--- src/rtl/score_digit_driver_if.sv ---
// Score-display bundle: binary load handshake plus per-pixel digit lookup.
// The master drives value/load and pixel coordinates; the slave returns status and glyph addressing.
interface score_digit_driver_if;
  logic [13:0] value_i;
  logic        load_i;
  logic        busy_o;
  logic        done_o;
  logic [9:0]  pix_x;
  logic [9:0]  pix_y;
  logic [3:0]  digit_o;
  logic [3:0]  glyph_x_o;
  logic [3:0]  glyph_y_o;
  logic        digit_en_o;

  modport master (
    output value_i, load_i, pix_x, pix_y,
    input  busy_o, done_o, digit_o, glyph_x_o, glyph_y_o, digit_en_o
  );

  modport slave (
    input  value_i, load_i, pix_x, pix_y,
    output busy_o, done_o, digit_o, glyph_x_o, glyph_y_o, digit_en_o
  );
endinterface

--- src/rtl/score_digit_driver.sv ---
// Four-digit score overlay: double-dabble conversion in 14 cycles (load ignored while busy),
// pixel-to-glyph lookup registered with 1 cycle latency against the current display register.
module score_digit_driver #(
  parameter logic [9:0] ORIGIN_X = 10'd16,
  parameter logic [9:0] ORIGIN_Y = 10'd16,
  parameter int         SCALE_SH = 0
) (
  input  logic                 vga_clk,
  input  logic                 sys_rst_n,
  score_digit_driver_if.slave  bus
);

  typedef enum logic {IDLE, CONVERT} state_t;

  localparam logic [10:0] OX    = {1'b0, ORIGIN_X};
  localparam logic [10:0] OY    = {1'b0, ORIGIN_Y};
  localparam logic [10:0] REG_W = 11'd32 << SCALE_SH;
  localparam logic [10:0] REG_H = 11'd8 << SCALE_SH;

  state_t      state_q, state_d;
  logic [13:0] bin_q, bin_d;
  logic [15:0] bcd_q, bcd_d;
  logic [3:0]  cnt_q, cnt_d;
  logic [15:0] disp_q, disp_d;
  logic        done_q, done_d;

  function automatic logic [3:0] dd_adj(input logic [3:0] n);
    return (n >= 4'd5) ? n + 4'd3 : n;
  endfunction

  // Only the low 3 bits of the thousands nibble survive the shift; the top bit is always 0 for <=9999.
  logic [14:0] bcd_adj;
  logic [15:0] bcd_step;

  always_comb begin
    bcd_adj  = {3'(dd_adj(bcd_q[15:12])), dd_adj(bcd_q[11:8]),
                dd_adj(bcd_q[7:4]), dd_adj(bcd_q[3:0])};
    bcd_step = {bcd_adj, bin_q[13]};
  end

  always_comb begin
    state_d = state_q;
    bin_d   = bin_q;
    bcd_d   = bcd_q;
    cnt_d   = cnt_q;
    disp_d  = disp_q;
    done_d  = 1'b0;
    case (state_q)
      IDLE: begin
        if (bus.load_i) begin
          bin_d   = (bus.value_i > 14'd9999) ? 14'd9999 : bus.value_i;
          bcd_d   = 16'd0;
          cnt_d   = 4'd0;
          state_d = CONVERT;
        end
      end
      CONVERT: begin
        bin_d = {bin_q[12:0], 1'b0};
        bcd_d = bcd_step;
        cnt_d = cnt_q + 4'd1;
        if (cnt_q == 4'd13) begin
          disp_d  = bcd_step;
          done_d  = 1'b1;
          state_d = IDLE;
        end
      end
      default: state_d = IDLE;
    endcase
  end

  always_ff @(posedge vga_clk or negedge sys_rst_n) begin
    if (!sys_rst_n) begin
      state_q <= IDLE;
      bin_q   <= 14'd0;
      bcd_q   <= 16'd0;
      cnt_q   <= 4'd0;
      disp_q  <= 16'd0;
      done_q  <= 1'b0;
    end else begin
      state_q <= state_d;
      bin_q   <= bin_d;
      bcd_q   <= bcd_d;
      cnt_q   <= cnt_d;
      disp_q  <= disp_d;
      done_q  <= done_d;
    end
  end

  assign bus.busy_o = (state_q == CONVERT);
  assign bus.done_o = done_q;

  // 11-bit arithmetic keeps coordinates left of / above the origin from wrapping into the region.
  logic [10:0] dx, dy;
  logic        in_reg;
  logic [1:0]  idx;
  logic [3:0]  lead;
  logic [3:0]  sel_dig;

  always_comb begin
    dx     = {1'b0, bus.pix_x} - OX;
    dy     = {1'b0, bus.pix_y} - OY;
    in_reg = ({1'b0, bus.pix_x} >= OX) && (dx < REG_W) &&
             ({1'b0, bus.pix_y} >= OY) && (dy < REG_H);
    idx    = 2'(dx >> (3 + SCALE_SH));
    lead[0] = (disp_q[15:12] == 4'd0);
    lead[1] = lead[0] && (disp_q[11:8] == 4'd0);
    lead[2] = lead[1] && (disp_q[7:4] == 4'd0);
    lead[3] = 1'b0;
    case (idx)
      2'd0:    sel_dig = disp_q[15:12];
      2'd1:    sel_dig = disp_q[11:8];
      2'd2:    sel_dig = disp_q[7:4];
      default: sel_dig = disp_q[3:0];
    endcase
  end

  logic [3:0] digit_q, digit_d, gx_q, gx_d, gy_q, gy_d;
  logic       en_q, en_d;

  always_comb begin
    digit_d = 4'd0;
    gx_d    = 4'd0;
    gy_d    = 4'd0;
    en_d    = 1'b0;
    if (in_reg && !lead[idx]) begin
      en_d    = 1'b1;
      digit_d = sel_dig;
      gx_d    = {1'b0, 3'(dx >> SCALE_SH)};
      gy_d    = {1'b0, 3'(dy >> SCALE_SH)};
    end
  end

  always_ff @(posedge vga_clk or negedge sys_rst_n) begin
    if (!sys_rst_n) begin
      digit_q <= 4'd0;
      gx_q    <= 4'd0;
      gy_q    <= 4'd0;
      en_q    <= 1'b0;
    end else begin
      digit_q <= digit_d;
      gx_q    <= gx_d;
      gy_q    <= gy_d;
      en_q    <= en_d;
    end
  end

  assign bus.digit_o    = digit_q;
  assign bus.glyph_x_o  = gx_q;
  assign bus.glyph_y_o  = gy_q;
  assign bus.digit_en_o = en_q;

endmodule

--- src/flat_wrapper.sv ---
// flat-port wrapper written by rule: the top's interface ports become plain ports
module score_digit_driver_flat 
#(
  parameter logic [9:0] ORIGIN_X = 10'd16,
  parameter logic [9:0] ORIGIN_Y = 10'd16,
  parameter int         SCALE_SH = 0
)
  (vga_clk, sys_rst_n, bus_value_i, bus_load_i, bus_pix_x, bus_pix_y, bus_busy_o, bus_done_o, bus_digit_o, bus_glyph_x_o, bus_glyph_y_o, bus_digit_en_o);
  score_digit_driver_if bus_i ();
  input  logic vga_clk;
  input  logic sys_rst_n;
  input wire logic [$bits(bus_i.value_i)-1:0] bus_value_i;
  input wire logic [$bits(bus_i.load_i)-1:0] bus_load_i;
  input wire logic [$bits(bus_i.pix_x)-1:0] bus_pix_x;
  input wire logic [$bits(bus_i.pix_y)-1:0] bus_pix_y;
  output wire logic [$bits(bus_i.busy_o)-1:0] bus_busy_o;
  output wire logic [$bits(bus_i.done_o)-1:0] bus_done_o;
  output wire logic [$bits(bus_i.digit_o)-1:0] bus_digit_o;
  output wire logic [$bits(bus_i.glyph_x_o)-1:0] bus_glyph_x_o;
  output wire logic [$bits(bus_i.glyph_y_o)-1:0] bus_glyph_y_o;
  output wire logic [$bits(bus_i.digit_en_o)-1:0] bus_digit_en_o;
  assign bus_i.value_i = bus_value_i;
  assign bus_i.load_i = bus_load_i;
  assign bus_i.pix_x = bus_pix_x;
  assign bus_i.pix_y = bus_pix_y;
  assign bus_busy_o = bus_i.busy_o;
  assign bus_done_o = bus_i.done_o;
  assign bus_digit_o = bus_i.digit_o;
  assign bus_glyph_x_o = bus_i.glyph_x_o;
  assign bus_glyph_y_o = bus_i.glyph_y_o;
  assign bus_digit_en_o = bus_i.digit_en_o;
  score_digit_driver #(.ORIGIN_X(ORIGIN_X), .ORIGIN_Y(ORIGIN_Y), .SCALE_SH(SCALE_SH)) u_core (.vga_clk(vga_clk), .sys_rst_n(sys_rst_n), .bus(bus_i));
endmodule
--- config.mk ---
export PLATFORM = sky130hd
export DESIGN_NAME = score_digit_driver_flat
export DESIGN_NICKNAME = d
export VERILOG_FILES = /design/src/rtl/score_digit_driver_if.sv /design/src/rtl/score_digit_driver.sv /design/src/flat_wrapper.sv
export SDC_FILE = /design/constraint.sdc
export NUM_CORES = 1
export LEC_CHECK = 0
export BUFFER_PORTS_ARGS = -buffer_cell sky130_fd_sc_hd__clkbuf_2
export CAP_MARGIN = 0
export CELL_PAD_IN_SITES_DETAIL_PLACEMENT = 1
export CELL_PAD_IN_SITES_GLOBAL_PLACEMENT = 1
export CORE_ASPECT_RATIO = 0.5
export CORE_MARGIN = 5
export CORE_UTILIZATION = 35
export DETAILED_ROUTE_END_ITERATION = 8
export PLACE_DENSITY_LB_ADDON = 0.2
export SYNTH_ARGS = -nofsm -noshare
export SYNTH_HDL_FRONTEND = slang
export SYNTH_SLANG_ARGS = --single-unit
--- constraint.sdc ---
create_clock -name vga_clk -period 1.55 [get_ports vga_clk]
set_input_delay 0.155 -clock vga_clk [delete_from_list [all_inputs] [get_ports vga_clk]]
set_output_delay 0.155 -clock vga_clk [all_outputs]
set_load 0.05 [all_outputs]
Word-level counts from Yosys, hierarchy flattened --
Index checks and enable logic that the tools add are counted.
Word-level totals: register bits after elaboration 63, output and inout port bits 15
Operators by class: add/subtract/negate cells 7, order comparisons 10, eq/ne operators 4, mux-type cells 23, bitwise operators 1, reduce and logical (&&, ||, !) cells 12
Operators with widths (number):
- $pmux W16 S2 | 1
- $mux W14 | 2
- $pmux W14 S2 | 1
- $sub A10 B5 Y11 const B | 2
- $ge A10 B5 Y1 const B | 2
- $mux W4 | 5
- $ge A4 B3 Y1 const B | 4
- $mux W16 | 1
- $gt A14 B14 Y1 const B | 1
- $add A4 B2 Y4 const B | 3
- $logic_not A4 Y1 | 3
- $pmux W4 S3 | 1
- $lt A11 B4 Y1 const B | 1
- $lt A11 B6 Y1 const B | 1
- $mux W3 | 3
- $pmux W4 S2 | 1
- $logic_and A1 B1 Y1 | 6
- $mux W1 | 6
- $add A4 B1 Y4 const B | 1
- $eq A4 B4 Y1 const B | 1
- $add A3 B2 Y3 const B | 1
- $lt A2 B3 Y1 const B | 1
- $bmux W1 S2 | 1
- $eq A2 B1 Y1 const B | 1
- other kinds (7) | 7

Logic depth before layout (Yosys ltp) --
Gate-level depths: netlist of run 1.
depth after elaboration 8, gate-level depth with buffers 7, mapped depth without buffers 6

Least setup slack after synthesis of run 1 --
Ideal clock, no wire load.
path type register to register, start point reg u_core.state_q (netlist: u_core.bus.busy_o), end point reg u_core.bin_q[5], arrival 1554 ps, path slack -146 ps, cell stages (with the launch flop) 5, cell sequence dfrtp_1 > clkbuf_1 > clkbuf_1 > clkbuf_1 > a21boi_0
On the way: word-level cells in the longest chain between the ends 2, elaborated cells on any way between the ends 3, those cells by class eq/ne (1); mux (1); bitwise (1)
RTL lines:
- start: declaration | RTL line score_digit_driver.sv:20 | state_t state_q, state_d;
- start signal: assignment | RTL line score_digit_driver.sv:80 | state_q <= state_d;
- $not A1 Y1 | RTL line score_digit_driver.sv:48 | case (state_q)
- $pmux W14 S2 / $ne A2 B2 Y1 (equally long branches)
- end signal: assignment | RTL line score_digit_driver.sv:81 | bin_q <= bin_d;
- end: declaration | RTL line score_digit_driver.sv:21 | logic [13:0] bin_q, bin_d;
Several ways; a longest one is shown, not always the timed one. A chain may end at the register's enable or synchronous reset.

Worst setup path after layout of run 1 --
start point reg u_core.disp_q[6], end point reg u_core.gx_q[2] (netlist: u_core.bus.glyph_x_o[2])
On the way: word-level cells in the longest chain between the ends 7
RTL lines:
- start: declaration | RTL line score_digit_driver.sv:24 | logic [15:0] disp_q, disp_d;
- start signal: assignment | RTL line score_digit_driver.sv:84 | disp_q <= disp_d;
- $logic_not A4 Y1 | RTL line score_digit_driver.sv:107 | lead[2] = lead[1] && (disp_q[7:4] == 4'd0);
- $logic_and A1 B1 Y1 | RTL line score_digit_driver.sv:107
- $bmux W1 S2 | RTL line score_digit_driver.sv:125 | if (in_reg && !lead[idx]) begin
- $mux W1 (implied by the code) | RTL line score_digit_driver.sv:125
- $logic_not A1 Y1 | RTL line score_digit_driver.sv:125
- $logic_and A1 B1 Y1 | RTL line score_digit_driver.sv:125
- $mux W3 | RTL line score_digit_driver.sv:125
- via u_core.gx_d[2] | RTL line score_digit_driver.sv:117 | logic [3:0] digit_q, digit_d, gx_q, gx_d, gy_q, gy_d;
- end signal: assignment | RTL line score_digit_driver.sv:141 | gx_q <= gx_d;
- end: declaration | RTL line score_digit_driver.sv:117
The timed path passes the listed nets, and every way through them passes these cells. The select of a mux whose other input is x is not followed.

==> results.toml, run 1 <==
[yosys]
synth_cell_types = 41
synthCells = 314
syn_area_um2 = 3157
avgSynthCellArea_um2 = 10.05
yosys_warnings = 0
synth-seq-cells = 63
yosysSeqAreaShare_pct = 49.94

[pwr]
p_int_mw = 5.398
combPwrFrac_pct = 42.2
p_switching_mw = 2.893
peakVddDrop_v = 0.0007025
power.share.switching_pct = 34.90
seqPwrFrac_pct = 32.9
power.leakage_nw = 2.175
powerDensity_nw_per_um2 = 1917
power_mw = 8.291
p_clk_share_pct = 24.9

[worst_setup_path]
crit_chain = "or4_4 > o21ai_4 > a311oi_4 > and2_1"
cpLargestDelayFamily = "simple AND/OR/NAND/NOR gates"
critPathSlowestCell = "or4_4"
timing.rr.end = "u_core.bus.glyph_x_o[2]"
worst-path-buf-inv = 0
cp-start-kind = "flip-flop"
reg2reg_slack_ns = -0.01
reg2reg_depth = 4
critPathMaxFanout = 6
cp.required_ns = 1.77
cp-startpoint = "u_core.disp_q[6]"
r2r_start = "u_core.disp_q[6]"
slowest_delay_ns = 0.52
arrival_ns = 1.78
cp-end-kind = "flip-flop"
worstSetupPathType = "flip-flop to flip-flop"

[layout]
nets = 457
drive_above_1_share_pct = 36.08
design_area_um2 = 4325
diodes = 0
layout_commonest_cell = "dfrtp_1"
syn2layout_area_growth_pct = 37.02
final_cell_mix = "62 x dfrtp_1, 49 x clkbuf_2, 47 x nand2_1, 44 x buf_4, 34 x o21ai_0"
final_core_util_pct = 49.50
final_cells = 530

[timing]
fin_crit_ns = 1.564
relSlewSlack_pct = 54.57
fin_crit_sh_pct = 100.9
rsz0062_at_grt = "yes"
drv_slew = 0
worstMarginPinSlew_ns = 0.6759
clock.fmax_mhz = 639.5
report.final.hold_viol_count = 0
fin_skew_ns = 0.005732
setup_viol = 9
setup_slack_ns = -0.01375

[detailed_routing]
drtPass1Iterations = 4
routed_wl_um = 8369
drc_errors = 0
ant_nets = 0
drt_iter0_drc = 60
route.vias.total = 2651
wl_per_cell_um = 15.79
via_per_inst = 5.002

[global_route]
grt_pass1_vias = 2857
grt_max_degree = 32
grt.total_usage_pct = 16.11
antenna_found_initial = 0
grt_pass1_wl_um = 13940
grt-ovfl-total = 0

[worst_hold_path]
hp-class = "primary input to flip-flop"
worstHoldStart = "bus_pix_x[2]"
min_path_cells = 2
holdPathEnd = "u_core.bus.glyph_x_o[2]"

[clock_network]
cts_sinks = 63
cts_root_buf = "clkbuf_16"
cts_buffers = 9
cts_tree = "done"
clkLatencyLatePin_ns = 0.33
htreeDepth = 3
clockBufferDepth = 2
clk_pin_slew_ns = 0.05

[floorplan]
ioPinCount = 52
core_um2 = 8738
die_h_um = 77.16
start_util_pct = 36.13
dieArea_um2 = 11130
row_count = 24
die_width_um = 144.3

[placement]
hpwlAfterDp_um = 6096
dp.cells = 504
portBuffers = 49
place_area_um2 = 3805
pre_cts_ws_ns = -0.4674
gp_congestion = 0.7944

[status]
violations = "setup timing"
outcome = "finished with violations"

[flow_run]
maxCapViolCount = 0
layout make-up:
| class | instances | area [um^2] |
|---|---|---|
| Inverter | 22 | 82.58 |
| Timing Repair Buffer | 97 | 645.6 |
| Fill cell | 997 | 4413 |
| Tap cell | 117 | 146.4 |
| Clock buffer | 13 | 270.3 |
| Sequential cell | 63 | 1578 |
| Multi-Input combinational cell | 215 | 1563 |
| Clock inverter | 3 | 40.04 |
worst max path at each step:
stage	to	slack [ns]	cells after the start
finish	u_core.bus.glyph_x_o[2]	-0.01	4
global route	u_core.bus.glyph_x_o[2]	-0.07	4
CTS	u_core.bus.digit_o[3]	-0.02	4
detailed placement	u_core.bus.glyph_y_o[2]	-0.47	7
global placement	u_core.bus.glyph_x_o[0]	-0.38	7
floorplan	u_core.disp_q[2]	0.02	6
cell usage after synthesis:
master,instances,share of area (%)
a21boi_0,3,0.71
a21oi_1,16,2.5
a22o_1,1,0.28
a311oi_1,1,0.28
a31oi_1,1,0.20
and2_1,5,0.99
and2_4,5,1.4
and3b_1,1,0.28
buf_1,1,0.12
buf_4,3,0.71
buf_6,1,0.36
clkbuf_1,11,1.3
clkinv_1,1,0.12
conb_1,1,0.12
dfrtp_1,63,50
ha_1,12,4.8
inv_1,21,2.5
mux2_2,5,1.8
mux2i_1,13,4.1
mux4_1,2,1.7
mux4_2,2,1.4
nand2_1,47,5.6
nand2b_1,5,0.99
nand3_1,5,0.79
nand4_1,2,0.40
nand4b_1,1,0.28
nor2_1,5,0.59
nor2b_1,1,0.20
nor3_1,1,0.16
nor3b_1,14,3.3
nor4_1,3,0.59
o211ai_1,1,0.24
o21ai_0,39,6.2
o21ai_1,1,0.16
o22ai_1,7,1.4
o311ai_2,1,0.52
o31ai_1,2,0.48
or2_2,1,0.20
or3_1,1,0.20
or4_1,2,0.48
xnor2_1,6,1.7
registers in the layout (all words and copies together), names as in the netlist:
| signal | count |
|---|---|
| u_core.bus.glyph_y_o | 3 |
| u_core.bus.digit_en_o | 1 |
| u_core.bin_q | 14 |
| u_core.bus.digit_o | 4 |
| u_core.bus.busy_o | 1 |
| u_core.cnt_q | 4 |
| u_core.bus.glyph_x_o | 3 |
| u_core.bus.done_o | 1 |
| u_core.disp_q | 16 |
| u_core.bcd_q | 16 |
per-stage QoR:
step	setup TNS [ns]	hold WS [ns]
CTS	-0.02142	0.03218
finish	-0.04908	0.04408
global placement	-3.944	0.09855
floorplan	0	-0.1406
detailed placement	-4.964	0.09820
global route	-0.8388	0.04630
what timing repair did:
item / CTS / global route
gates cloned: 1 / 0
pin swaps: 11 / 7
endpoints found under the hold margin: 12 / 0
hold buffers: 1 / 0
setup endpoints to repair: 20 / 28
resized for setup: 14 / 21
buffers inserted: 3 / 5
worst register-to-register path, cell delays in order, from the launching register on:
cell and delay [ns]:
dfrtp_1 0.38, or4_4 0.52, o21ai_4 0.21, a311oi_4 0.16, and2_1 0.18
power groups by stage:
stage / Sequential (mW) / Clock [mW] / Combinational [mW]
after global routing: 2.82 / 2.20 / 3.94
after detailed placement: 2.71 / 0 / 3.01
final: 2.73 / 2.06 / 3.50
after CTS: 2.71 / 2.13 / 3.23
after floorplan: 2.61 / 0 / 1.84
after global placement: 2.66 / 0 / 2.85
metal layers:
metal,track usage (%),share of wire (%),up-vias
met3,5.656,6.1,17
met2,26.69,48,63
met4,5.493,1.8,0
met5,0,0,-
met1,19.48,44,1291
li1,-,-,1280
logic make-up after synthesis:
kind of cell    Yosys count  synth area share (%)
compound gates           73                 12.96
xor+xnor                  6                 1.665
fa+ha+maj                12                 4.756
buf+inv                  38                 5.113
flops                    63                 49.94
mux                      22                 8.997
other cells               1                0.1188
simple gates             99                 16.45
Power figures use the tool's default switching activity.
==> run 2, diff against run 1 <==
Settings changed: REMOVE_ABC_BUFFERS set to 1.
==> run 2 against run 1 <==
  * The flow still finishes with violations (setup timing)
  * Via count grew 1.2%
  * Clock skew increased by 0.00063 ns
  * Sequential power grew 2%
  * Sequential share of layout area down 0.75 points
  * Critical endpoint is now u_core.bus.digit_o[3]
  * Register-to-register slack got worse by 0.03 ns
  * Combinational power rose by 6.0%
  * First-iteration DRC count rose by 47%
  * Wire length is 5.4% higher
  * Largest power group unchanged
  * Design area is 2.2% higher
  * Non-clock buffer count grew 8
==> results.toml, run 2 (synthesis results as in run 1) <==
[pwr]
power_mw = 8.475
power.leakage_nw = 2.214
peakVddDrop_v = 0.0006813
powerDensity_nw_per_um2 = 1918
combPwrFrac_pct = 43.8
seqPwrFrac_pct = 33.0
power.share.switching_pct = 35.85
p_clk_share_pct = 23.2
p_switching_mw = 3.039
p_int_mw = 5.437

[detailed_routing]
route.vias.total = 2682
drt_iter0_drc = 88
ant_nets = 0
drc_errors = 0
routed_wl_um = 8818
via_per_inst = 4.994
drtPass1Iterations = 4
wl_per_cell_um = 16.42

[global_route]
grt.total_usage_pct = 16.62
grt_pass1_wl_um = 14360
grt_pass1_vias = 2956
grt-ovfl-total = 0
grt_max_degree = 33
antenna_found_initial = 0

[worst_hold_path]
hp-class = "primary input to flip-flop"

[floorplan]
row_count = 24
ioPinCount = 52
die_h_um = 77.16
core_um2 = 8738
die_width_um = 144.3
start_util_pct = 36.13
dieArea_um2 = 11130

[timing]
setup_viol = 11
setup_slack_ns = -0.04664
fin_crit_ns = 1.597
rsz0062_at_grt = "yes"
fin_crit_sh_pct = 103.0
report.final.hold_viol_count = 0
fin_skew_ns = 0.006359
whs_ns = 0.04713
clock.fmax_mhz = 626.3
worstMarginPinSlew_ns = 0.5936
relSlewSlack_pct = 60.43
drv_slew = 0
fin_tns_setup_ns = -0.4434

[worst_setup_path]
timing.rr.end = "u_core.bus.digit_o[3]"
critPathSlowestCell = "or4_4"
worst-path-buf-inv = 1
reg2reg_depth = 5
critPathMaxFanout = 5
worstSetupPathType = "flip-flop to flip-flop"
crit_end = "u_core.bus.digit_o[3]"
crit_chain = "or4_4 > o21ai_4 > a311oi_4 > buf_6 > and2_4"
slowest_delay_ns = 0.52
reg2reg_slack_ns = -0.05
crit_cells = 5
cp-end-kind = "flip-flop"
cpLargestDelayFamily = "simple AND/OR/NAND/NOR gates"
cp-startpoint = "u_core.disp_q[5]"
arrival_ns = 1.82
r2r_start = "u_core.disp_q[5]"
cp-start-kind = "flip-flop"
cp.required_ns = 1.77

[placement]
place_area_um2 = 3800
pre_cts_ws_ns = -0.6080
portBuffers = 49
dp.cells = 505
gp_congestion = 0.8328
hpwlAfterDp_um = 6370

[clock_network]
cts_tree = "done"
clockBufferDepth = 2
cts_buffers = 9
htreeDepth = 3
clk_pin_slew_ns = 0.05
clkLatencyLatePin_ns = 0.34
cts_root_buf = "clkbuf_16"
cts_sinks = 63

[layout]
top_regs = "u_core.bcd_q (16), u_core.disp_q (16), u_core.bin_q (14)"
final_cells = 537
nets = 464
diodes = 0
syn2layout_area_growth_pct = 39.99
design_area_um2 = 4419
final_cell_mix = "61 x dfrtp_1, 50 x buf_4, 48 x clkbuf_2, 47 x nand2_1, 34 x o21ai_0"
layout_commonest_cell = "dfrtp_1"
drive_above_1_share_pct = 39.76
final_core_util_pct = 50.57

[status]
violations = "setup timing"
outcome = "finished with violations"

[flow_run]
maxCapViolCount = 0
-- run 2: changes by cell type in the layout (fill, tap and decap cells not counted), sizes merged --
| cell | before | now |
|---|---|---|
| a311oi | 2 | 1 |
| buf | 47 | 55 |
| bufinv | 1 | 0 |
| clkinv | 3 | 4 |
-- run 2: worst reg2reg max path, cell delays in order (launching register included) --
cell,delay (ns)
dfrtp_1,0.38
or4_4,0.52
o21ai_4,0.16
a311oi_4,0.13
buf_6,0.17
and2_4,0.13
-- run 2: repair_timing --
item	in CTS	in global routing
setup endpoints to repair	24	26
resized for setup	27	28
hold buffers	1	0
pin swaps	12	6
hold endpoints to repair	17	0
setup buffers	7	8
-- run 2: layout make-up --
cell class                 instances  area [um^2]
timing repair buffer             105        706.9
clock inverter                     3        15.01
fill                            1010         4319
sequential                        63         1579
inverter                          22        82.58
multi-input combinational        214         1609
tap                              117        146.4
clock buffer                      13        280.3
-- run 2: how the worst min path moves through the flow --
stage	slack (ns)	start	to	depth (start not counted)
4_1_cts	0.04	bus_pix_x[2]	u_core.bus.glyph_x_o[2]	2
6_report	0.05	bus_pix_x[2]	u_core.bus.glyph_x_o[2]	2
3_5_place_dp	0.18	sys_rst_n	u_core.bin_q[1]	1
5_1_grt	0.04	bus_pix_x[2]	u_core.bus.glyph_x_o[2]	2
3_3_place_gp	0.17	sys_rst_n	u_core.bin_q[2]	1
2_1_floorplan	-0.14	sys_rst_n	u_core.bcd_q[0]	0
-- run 2: metal layers --
metal / GRT usage [%] / share of wire [%]
met1: 20.00 / 45
met2: 28.25 / 48
met3: 5.158 / 5.5
met4: 5.400 / 1.2
met5: 0 / 0
-- run 2: power groups by stage --
stage / registers, mW / clock network (mW) / logic (mW)
finish: 2.79 / 1.97 / 3.71
global route: 2.87 / 2.10 / 4.11
global placement: 2.70 / 0 / 2.77
CTS: 2.74 / 2.02 / 3.33
detailed placement: 2.75 / 0 / 2.98
floorplan: 2.71 / 0 / 1.71
